<file path="config.mk">
export PLATFORM = sky130hd
export DESIGN_NAME = icache_dm_flat
export DESIGN_NICKNAME = d
export VERILOG_FILES = /design/src/rtl/icache_dm_pkg.sv /design/src/rtl/icache_dm_if.sv /design/src/rtl/icache_array.sv /design/src/rtl/icache_dm.sv /design/src/flat_wrapper.sv
export SDC_FILE = /design/constraint.sdc
export NUM_CORES = 2
export LEC_CHECK = 0
export ABC_AREA = 1
export CAP_MARGIN = 0
export CORE_ASPECT_RATIO = 0.75
export CORE_MARGIN = 3
export CORE_UTILIZATION = 50
export CTS_BUF_LIST = sky130_fd_sc_hd__clkbuf_8
export DETAILED_ROUTE_END_ITERATION = 8
export HOLD_SLACK_MARGIN = 0.12
export PLACE_DENSITY = 0.67
export SYNTH_ARGS = -nofsm -noshare
export SYNTH_HDL_FRONTEND = slang
export SYNTH_HIERARCHICAL = 1
export SYNTH_SLANG_ARGS = --single-unit
</file>
<file path="constraint.sdc">
create_clock -name clk -period 6.6 [get_ports clk]
set_clock_uncertainty 0.1 [all_clocks]
set_input_delay 1.98 -clock clk [delete_from_list [all_inputs] [get_ports clk]]
set_output_delay 1.98 -clock clk [all_outputs]
set_load 0.01 [all_outputs]
</file>
<file path="src/rtl/icache_dm_pkg.sv">
// Shared types and default geometry for the direct-mapped I-cache.
// Address split: | tag | idx | off | 2'b00 |
package icache_dm_pkg;

  typedef enum logic [1:0] {
    IDLE,
    REFILL,
    FILL_DONE
  } icache_state_t;

  localparam int LINES_DEF      = 16;
  localparam int LINE_WORDS_DEF = 4;
  localparam int OFF_W_DEF      = $clog2(LINE_WORDS_DEF);
  localparam int IDX_W_DEF      = $clog2(LINES_DEF);
  localparam int TAG_W_DEF      = 30 - OFF_W_DEF - IDX_W_DEF;

endpackage

</file>
<file path="src/rtl/icache_dm_if.sv">
// Fetch port and single-word instruction bus seen by the I-cache.
// slave = cache side, master = core + bus side.
interface icache_dm_if;

  logic        instr_req;
  logic [31:0] instr_addr;
  logic [31:0] instruction;
  logic        instr_valid;
  logic        flush;
  logic        ibus_req;
  logic [31:0] ibus_addr;
  logic        ibus_ack;
  logic [31:0] ibus_rdata;

  modport slave (
    input  instr_req, instr_addr, flush,
    input  ibus_ack, ibus_rdata,
    output instruction, instr_valid,
    output ibus_req, ibus_addr
  );

  modport master (
    output instr_req, instr_addr, flush,
    output ibus_ack, ibus_rdata,
    input  instruction, instr_valid,
    input  ibus_req, ibus_addr
  );

endinterface

</file>
<file path="src/rtl/icache_array.sv">
// Tag/valid/data storage: one async read port, one write port.
// Only valid bits are reset; flush-all wins over a same-edge set.
module icache_array
  import icache_dm_pkg::*;
#(
  parameter int LINES      = LINES_DEF,
  parameter int LINE_WORDS = LINE_WORDS_DEF,
  localparam int OW = $clog2(LINE_WORDS),
  localparam int IW = $clog2(LINES),
  localparam int TW = 30 - OW - IW
) (
  input  logic          clk,
  input  logic          reset,
  input  logic          i_flush,
  input  logic [IW-1:0] i_rd_idx,
  input  logic [OW-1:0] i_rd_off,
  output logic          o_rd_valid,
  output logic [TW-1:0] o_rd_tag,
  output logic [31:0]   o_rd_data,
  input  logic          i_we,
  input  logic [IW-1:0] i_wr_idx,
  input  logic [OW-1:0] i_wr_off,
  input  logic [31:0]   i_wr_data,
  input  logic          i_tag_we,
  input  logic [TW-1:0] i_wr_tag,
  input  logic          i_set_valid
);

  logic [31:0]    r_data [LINES][LINE_WORDS];
  logic [TW-1:0]  r_tag  [LINES];
  logic [LINES-1:0] r_valid;

  always_ff @(posedge clk) begin
    if (i_we)
      r_data[i_wr_idx][i_wr_off] <= i_wr_data;
    if (i_tag_we)
      r_tag[i_wr_idx] <= i_wr_tag;
  end

  always_ff @(posedge clk or negedge reset) begin
    if (!reset)
      r_valid <= '0;
    else if (i_flush)
      r_valid <= '0;
    else if (i_set_valid)
      r_valid[i_wr_idx] <= 1'b1;
  end

  assign o_rd_valid = r_valid[i_rd_idx];
  assign o_rd_tag   = r_tag[i_rd_idx];
  assign o_rd_data  = r_data[i_rd_idx][i_rd_off];

endmodule

</file>
<file path="src/rtl/icache_dm.sv">
// Direct-mapped read-only I-cache: 0-latency hits, word-by-word refill.
// A flush during refill lets the bus transfer finish but leaves the line invalid.
module icache_dm
  import icache_dm_pkg::*;
#(
  parameter int LINES      = LINES_DEF,
  parameter int LINE_WORDS = LINE_WORDS_DEF
) (
  input  logic        clk,
  input  logic        reset,
  icache_dm_if.slave  bus
);

  localparam int OW = $clog2(LINE_WORDS);
  localparam int IW = $clog2(LINES);
  localparam int TW = 30 - OW - IW;

  icache_state_t r_state;
  icache_state_t w_next;
  logic [OW-1:0]   r_cnt;
  logic [29-OW:0]  r_line;
  logic            r_cancel;

  logic [OW-1:0] w_off;
  logic [IW-1:0] w_idx;
  logic [TW-1:0] w_tag;
  logic          w_rd_valid;
  logic [TW-1:0] w_rd_tag;
  logic [31:0]   w_rd_data;
  logic          w_hit;
  logic          w_miss;
  logic          w_ack;
  logic          w_last;
  logic          w_unused;

  assign w_off = bus.instr_addr[2+OW-1:2];
  assign w_idx = bus.instr_addr[2+OW+IW-1:2+OW];
  assign w_tag = bus.instr_addr[31:2+OW+IW];
  assign w_unused = &{1'b0, bus.instr_addr[1:0]};

  assign w_hit  = (r_state == IDLE) & bus.instr_req
                & w_rd_valid & (w_rd_tag == w_tag);
  assign w_miss = (r_state == IDLE) & bus.instr_req & ~w_hit;
  assign w_ack  = (r_state == REFILL) & bus.ibus_ack;
  assign w_last = w_ack & (r_cnt == '1);

  icache_array #(
    .LINES      (LINES),
    .LINE_WORDS (LINE_WORDS)
  ) u_array (
    .clk         (clk),
    .reset       (reset),
    .i_flush     (bus.flush),
    .i_rd_idx    (w_idx),
    .i_rd_off    (w_off),
    .o_rd_valid  (w_rd_valid),
    .o_rd_tag    (w_rd_tag),
    .o_rd_data   (w_rd_data),
    .i_we        (w_ack),
    .i_wr_idx    (r_line[IW-1:0]),
    .i_wr_off    (r_cnt),
    .i_wr_data   (bus.ibus_rdata),
    .i_tag_we    (w_last),
    .i_wr_tag    (r_line[29-OW:IW]),
    .i_set_valid (w_last & ~r_cancel)
  );

  always_ff @(posedge clk or negedge reset) begin
    if (!reset) begin
      r_state  <= IDLE;
      r_cnt    <= '0;
      r_line   <= '0;
      r_cancel <= 1'b0;
    end else begin
      r_state <= w_next;
      if (w_miss) begin
        r_line   <= bus.instr_addr[31:2+OW];
        r_cnt    <= '0;
        r_cancel <= 1'b0;
      end else begin
        if (w_ack)
          r_cnt <= r_cnt + 1'b1;
        if (bus.flush && r_state == REFILL)
          r_cancel <= 1'b1;
      end
    end
  end

  always_comb begin
    w_next          = r_state;
    bus.ibus_req    = 1'b0;
    bus.ibus_addr   = '0;
    bus.instr_valid = w_hit;
    bus.instruction = w_hit ? w_rd_data : '0;
    unique case (r_state)
      IDLE: begin
        if (w_miss)
          w_next = REFILL;
      end
      REFILL: begin
        bus.ibus_req  = 1'b1;
        bus.ibus_addr = {r_line, r_cnt, 2'b00};
        if (w_last)
          w_next = FILL_DONE;
      end
      FILL_DONE: w_next = IDLE;
      default:   w_next = IDLE;
    endcase
  end

endmodule

</file>
<file path="src/flat_wrapper.sv">
// flat-port wrapper written by rule: the top's interface ports become plain ports
module icache_dm_flat import icache_dm_pkg::*;
#(
  parameter int LINES      = LINES_DEF,
  parameter int LINE_WORDS = LINE_WORDS_DEF
)
  (clk, reset, bus_instr_req, bus_instr_addr, bus_flush, bus_ibus_ack, bus_ibus_rdata, bus_instruction, bus_instr_valid, bus_ibus_req, bus_ibus_addr);
  icache_dm_if bus_i ();
  input  logic clk;
  input  logic reset;
  input wire logic [$bits(bus_i.instr_req)-1:0] bus_instr_req;
  input wire logic [$bits(bus_i.instr_addr)-1:0] bus_instr_addr;
  input wire logic [$bits(bus_i.flush)-1:0] bus_flush;
  input wire logic [$bits(bus_i.ibus_ack)-1:0] bus_ibus_ack;
  input wire logic [$bits(bus_i.ibus_rdata)-1:0] bus_ibus_rdata;
  output wire logic [$bits(bus_i.instruction)-1:0] bus_instruction;
  output wire logic [$bits(bus_i.instr_valid)-1:0] bus_instr_valid;
  output wire logic [$bits(bus_i.ibus_req)-1:0] bus_ibus_req;
  output wire logic [$bits(bus_i.ibus_addr)-1:0] bus_ibus_addr;
  assign bus_i.instr_req = bus_instr_req;
  assign bus_i.instr_addr = bus_instr_addr;
  assign bus_i.flush = bus_flush;
  assign bus_i.ibus_ack = bus_ibus_ack;
  assign bus_i.ibus_rdata = bus_ibus_rdata;
  assign bus_instruction = bus_i.instruction;
  assign bus_instr_valid = bus_i.instr_valid;
  assign bus_ibus_req = bus_i.ibus_req;
  assign bus_ibus_addr = bus_i.ibus_addr;
  icache_dm #(.LINES(LINES), .LINE_WORDS(LINE_WORDS)) u_core (.clk(clk), .reset(reset), .bus(bus_i));
endmodule
</file>
---- After elaboration in Yosys (flattened, before gate mapping) ----
Memory sizes are Yosys's and may differ from the RTL's.
Index checks and enable logic that the tools add are counted.
word-level totals
  memories ................................ 2
  bits in writable memories ............... 2432
  logic and storage cells ................. 64
  input port bits ......................... 69
  bits in registers ....................... 49
  output and inout port bits .............. 66
cells by class
  add/sub/neg operators ................... 1
  muxes and demuxes ....................... 25
  equal/unequal tests ..................... 5
  bitwise operators ....................... 12
  magnitude comparators ................... 6
  reductions and logical operators ........ 8
memories
  memory                 words  width  read ports  clocked after memory_dff  wr ports  RTL line            source
  u_core.u_array.r_data  16     128    1           0                         1         icache_array.sv:29  logic [31:0] r_data [LINES][LINE_WORDS];
  u_core.u_array.r_tag   16     24     1           0                         1         icache_array.sv:30  logic [TW-1:0] r_tag [LINES];
operators with widths
  operator               count
  $mux W32               5
  $mux W128              1
  $bmux W32 S2           1
  $demux W32 S2          1
  $mux W16               2
  $eq A24 B24 Y1         1
  $or A16 B16 Y16        1
  $lt A4 B5 Y1 const B   2
  $mux W1                8
  $mux W2                4
  $and A1 B1 Y1          7
  $ge A3 B3 Y1 const B   2
  $not A2 Y3             2
  $reduce_bool A2 Y1     3
  $bmux W1 S4            1
  $demux W1 S4           1
  $ge A4 B1 Y1 const B   1
  $ne A2 B1 Y1 const B   2
  $pmux W2 S2            1
  $logic_and A1 B1 Y1    3
  $lt A3 B1 Y1 const B   1
  $add A2 B1 Y2 const B  1
  $eq A2 B1 Y1 const B   1
  $eq A2 B2 Y1 const B   1
  other kinds (3)        4

---- Logic depth before layout (Yosys ltp) ----
  depth after elaboration ................. 8
  depth in mapped cells ................... 23
  mapped depth without buffers ............ 17

---- Hierarchy ----
Netlist, hierarchy kept.
by module, submodules not included
  module        cells an instance  area each (µm²)  instances
  icache_array  7942               97893.9          1
  icache_dm     434                2728.9           1

---- Worst setup path before layout ----
No wires, ideal clock.
  kind .................................... input to output
  from .................................... input port bus_instr_addr[4]
  to ...................................... output port bus_instruction[10]
  slack ................................... 0.453 ns
  stages on the path ...................... 15
  arrival time ............................ 4.067 ns
  data required time ...................... 4.520 ns
  cell sequence ........................... buf_6 buf_6 buf_6 buf_4 buf_2 nor2_1 o22ai_1 o211ai_1 o21ai_1 xnor2_1 nand2_1 nor3_2 nand3_1 buf_2 nor3_2
between the ends
  elaborated cells on any way between the ends .. 11
RTL lines
  what                    RTL line            source
  from (decl)             flat_wrapper.sv:12  input wire logic [$bits(bus_i.instr_addr)-1:0] bus_instr_addr;
  $mem_v2 Z16 W24         --
  via u_core.w_rd_tag[8]  icache_dm.sv:28     logic [TW-1:0] w_rd_tag;
  $eq A24 B24 Y1          icache_dm.sv:42     & w_rd_valid & (w_rd_tag == w_tag);
  $and A1 B1 Y1           icache_dm.sv:42
  $mux W32                icache_dm.sv:94     bus.instruction = w_hit ? w_rd_data : '0;
  to (decl)               flat_wrapper.sv:16  output wire logic [$bits(bus_i.instruction)-1:0] bus_instruction;
The timed path passes the listed nets, and every way through them passes these cells. The select of a mux whose other input is x is not followed.

---- Worst setup path in the final report ----
  from .................................... input port bus_instr_addr[5]
  to ...................................... output port bus_instruction[3]
between the ends
  word-level cells in the longest chain between the ends .. 5
  elaborated cells on any way between the ends .. 11
RTL lines
  what                                         RTL line            source
  $mem_v2 Z16 W128                             --
  $bmux W32 S2                                 icache_array.sv:51  assign o_rd_data = r_data[i_rd_idx][i_rd_off];
  $mux W32 (not written as such) (2 in a row)  icache_array.sv:51
  via u_core.w_rd_data[3]                      icache_dm.sv:29     logic [31:0] w_rd_data;
  $mux W32                                     icache_dm.sv:94
The timed path passes the listed nets, and every way through them passes these cells. The select of a mux whose other input is x is not followed.

==> reports/results.txt <==
Status: finished with violations
Violated checks: setup timing
Mapped Area: 101000 µm²
Worst hold path class: reg -> reg
Yosys top cell by area: edfxtp_1
Post-Place Cells: 11.1k
Num CTS Buffers: 372
Core Area: 198000 µm²
Syn-to-layout area delta: 15.3%
IO Count: 135
Kind of critical path: in -> out
Worst EP arrival: 4.59 ns
Die Y: 395 µm
Final Setup Violations: 20
Relative slew slack: 11.2%
Fmax: 150 MHz
Worst-path maximum fanout: 41
Storage element area: 74300 µm²
Port buffer count: 130
Ratio of cells with drive above 1 in the final layout: 13.6%
CTS tree: yes
GR Overflow Total: 0
Drt pass-1 iters: 6
Power Density: 289 nW/µm²
Least-Margin Pin Slew: 1.33 ns
P_leak: 41.9 nW
Initial antenna violation count: 15
Commonest non-fill, non-tap cell in the layout: edfxtp_1
CP required: 4.52 ns
Sequential Power Share: 55.2%
Post-synth top area share: 72.6%
CP max stage cell: nand2_1
Nets: 8917
Logic pwr share: 10.3%
Startpoint Class: input port
Top Family by Delay on Critical Path: buffers and inverters
Post-route clock period utilization: 101%
Top cells by area, synth: edfxtp_1 73%, nand3_1 9.7%, nand2_1 9.1%
Clock Power Share: 34.5%
Post-DP HPWL: 159 mm
Reg clk slew, reported paths: 0.06 ns
Global placement routability congestion: 0.908
Largest net degree at the start of global routing: 128
Sw Ratio: 26.1%
Switch Pwr: 8.74 mW
Max VDD drop: 0.000204 V
Footprint of the multi-input gates: 23900 µm²
Die width: 524 µm
# hold bufs at CTS: 0
Worst slack, placed: -0.605 ns
Drt first-iter violations: 9171
Clock sinks: 2481
Most frequent cells in the layout: 2432 x edfxtp_1, 2404 x nand2_1, 1930 x nand3_1, 393 x clkbuf_8, 360 x buf_4
Vias: 69.5k
Clk_lat worst skew: 1.00 ns
Worst path bufs/invs: 8
Number of antenna-violating nets in the routed design: 0
Initial Util: 50.7%
Htree depth: 5
Yosys reg bits: 2481
Root Buffer: clkbuf_8
Final Max Tran Viols: 0
RSZ-0062 raised after global routing: yes
Synth Flop Type: edfxtp_1
Fin crit period: 6.67 ns
Pint: 24.8 mW
Syn Area/Cell: 12.0 µm²
Avg WL per Cell: 24.8 µm
Total power: 33.5 mW
Cell Count, Final, Fillers Out: 11.8k
Wirelength, routed: 292 mm
Global-route total usage across every layer: 27.4%
Most frequent cell on the critical path: nand3_1
Vias in the first global route: 65.0k
Row cnt: 141
Post-synth EDFFs: 2432
Crit path cell chain: buf_12 > clkinv_8 > buf_4 > buf_12 > buf_16 > buf_12 > nand3_1 > nand3_1 > nand3_1 > nand3_1 > nand2_1 > nand2_1 > nand2_1 > inv_1 > nor3_2 > clkdlybuf4s15_2
MaxCap Viol Count: 0
Drt drc: 0
Fillers: 15.6k
Die area: 207000 µm²
CP peak stage delay: 0.27 ns
Via density: 5.90
Max Buffers Root-to-Sink: 4
Crit. End Element: primary output
Post-route setup slack: -0.0654 ns
Post-Syn Instances: 8376
Sequential element share of the synthesized area: 73.8%
Final hold viol count: 0
First-pass GRT wire length: 423 mm
Post-synthesis async set-or-reset flop share: 1.98%
Synth unique cells: 34
Yosys warns: 6
==> through the flow <==
step           setup TNS (ns)  hold slack, ns  utilization (%)  area, µm²
6_report               -0.565           0.414             58.4     116000
2_1_floorplan               0           0.357                -     101000
4_1_cts                -0.273           0.414             58.1     115000
3_5_place_dp           -17.60           0.405             54.4     108000
5_1_grt                 -3.79           0.431             58.4     116000
3_3_place_gp           -16.39           0.380             54.4     108000
==> final timing paths <==
path,from,to,slack (ns),cells after the start
hold reg to reg,u_core/u_array/r_valid[12],u_core/u_array/r_valid[12],0.41,2
setup reg to reg,u_core/r_state[1],u_core/u_array/r_data[11][66],2.69,6
min in group asynchronous,reset,u_core/r_line[12],1.01,2
max in group asynchronous,reset,u_core/u_array/r_valid[5],4.92,2
hold / removal,u_core/u_array/r_valid[12],u_core/u_array/r_valid[12],0.41,2
setup / recovery,bus_instr_addr[5],bus_instruction[3],-0.07,16
==> power by group through the flow <==
stage | Combinational [mW] | Sequential, mW | Clock (mW)
floorplan | 1.63 | 18.6 | 0
global placement | 3.21 | 18.8 | 0
detailed placement | 3.26 | 18.8 | 0
CTS | 3.33 | 18.5 | 11.7
global route | 3.68 | 18.6 | 12.4
finish | 3.44 | 18.5 | 11.6
==> synthesized netlist by cell type, drive strengths merged (38+ instances only) <==
cell,count
o22ai,54
dfrtp,49
clkbuf,135
edfxtp,2432
nor3,38
inv,157
nand2,2446
nor2,366
nand3,1947
buf,422
o21ai,235
o221ai,41
==> per-layer routing <==
layer  GRT usage (%)  vias to the layer above  wire [µm]
li1                -                    30800          -
met1            39.3                    33900     116000
met2            41.5                     4222     132000
met3            5.68                      619      33000
met4            10.1                        4      10900
met5               0                        -         24
==> registers in the layout, indices dropped and copies added (netlist names) <==
name and cells:
u_core/r_cancel 1, u_core/r_cnt 2, u_core/r_line 28, u_core/r_state 2, u_core/u_array/r_data 2048, u_core/u_array/r_tag 384, u_core/u_array/r_valid 16
==> what timing repair did <==
action	CTS	global route
pin swaps	9	19
setup endpoints to repair	33	33
gates cloned	11	12
gates resized for setup	173	112
setup buffers	1	13
==> cell type report <==
cell class / count / share of cell area [%]
Timing Repair inverter: 2 / 0.0248
Clock buffer: 392 / 4.65
Timing Repair Buffer: 651 / 6.22
Inverter: 157 / 0.556
Clock inverter: 262 / 1.09
Antenna cell: 5 / 0.0108
Sequential cell: 2481 / 64.0
Multi-Input combinational cell: 5182 / 20.6
Tap cell: 2645 / 2.85
==> kinds of logic after synthesis <==
group / count (synthesis) / synth area share [%]
other cells: 1 / 0.00373
buf+inv: 714 / 3.43
compound gates: 373 / 2.12
simple gates: 4801 / 20.6
xor+xnor: 5 / 0.0435
fa+ha+maj: 1 / 0.0124
flops: 2481 / 73.8
==> worst min-delay path: stages (launching register included) <==
cell	delay (ns)
dfrtp_1	0.37
inv_1	0.05
a21oi_1	0.05
Power figures use the tool's default switching activity.
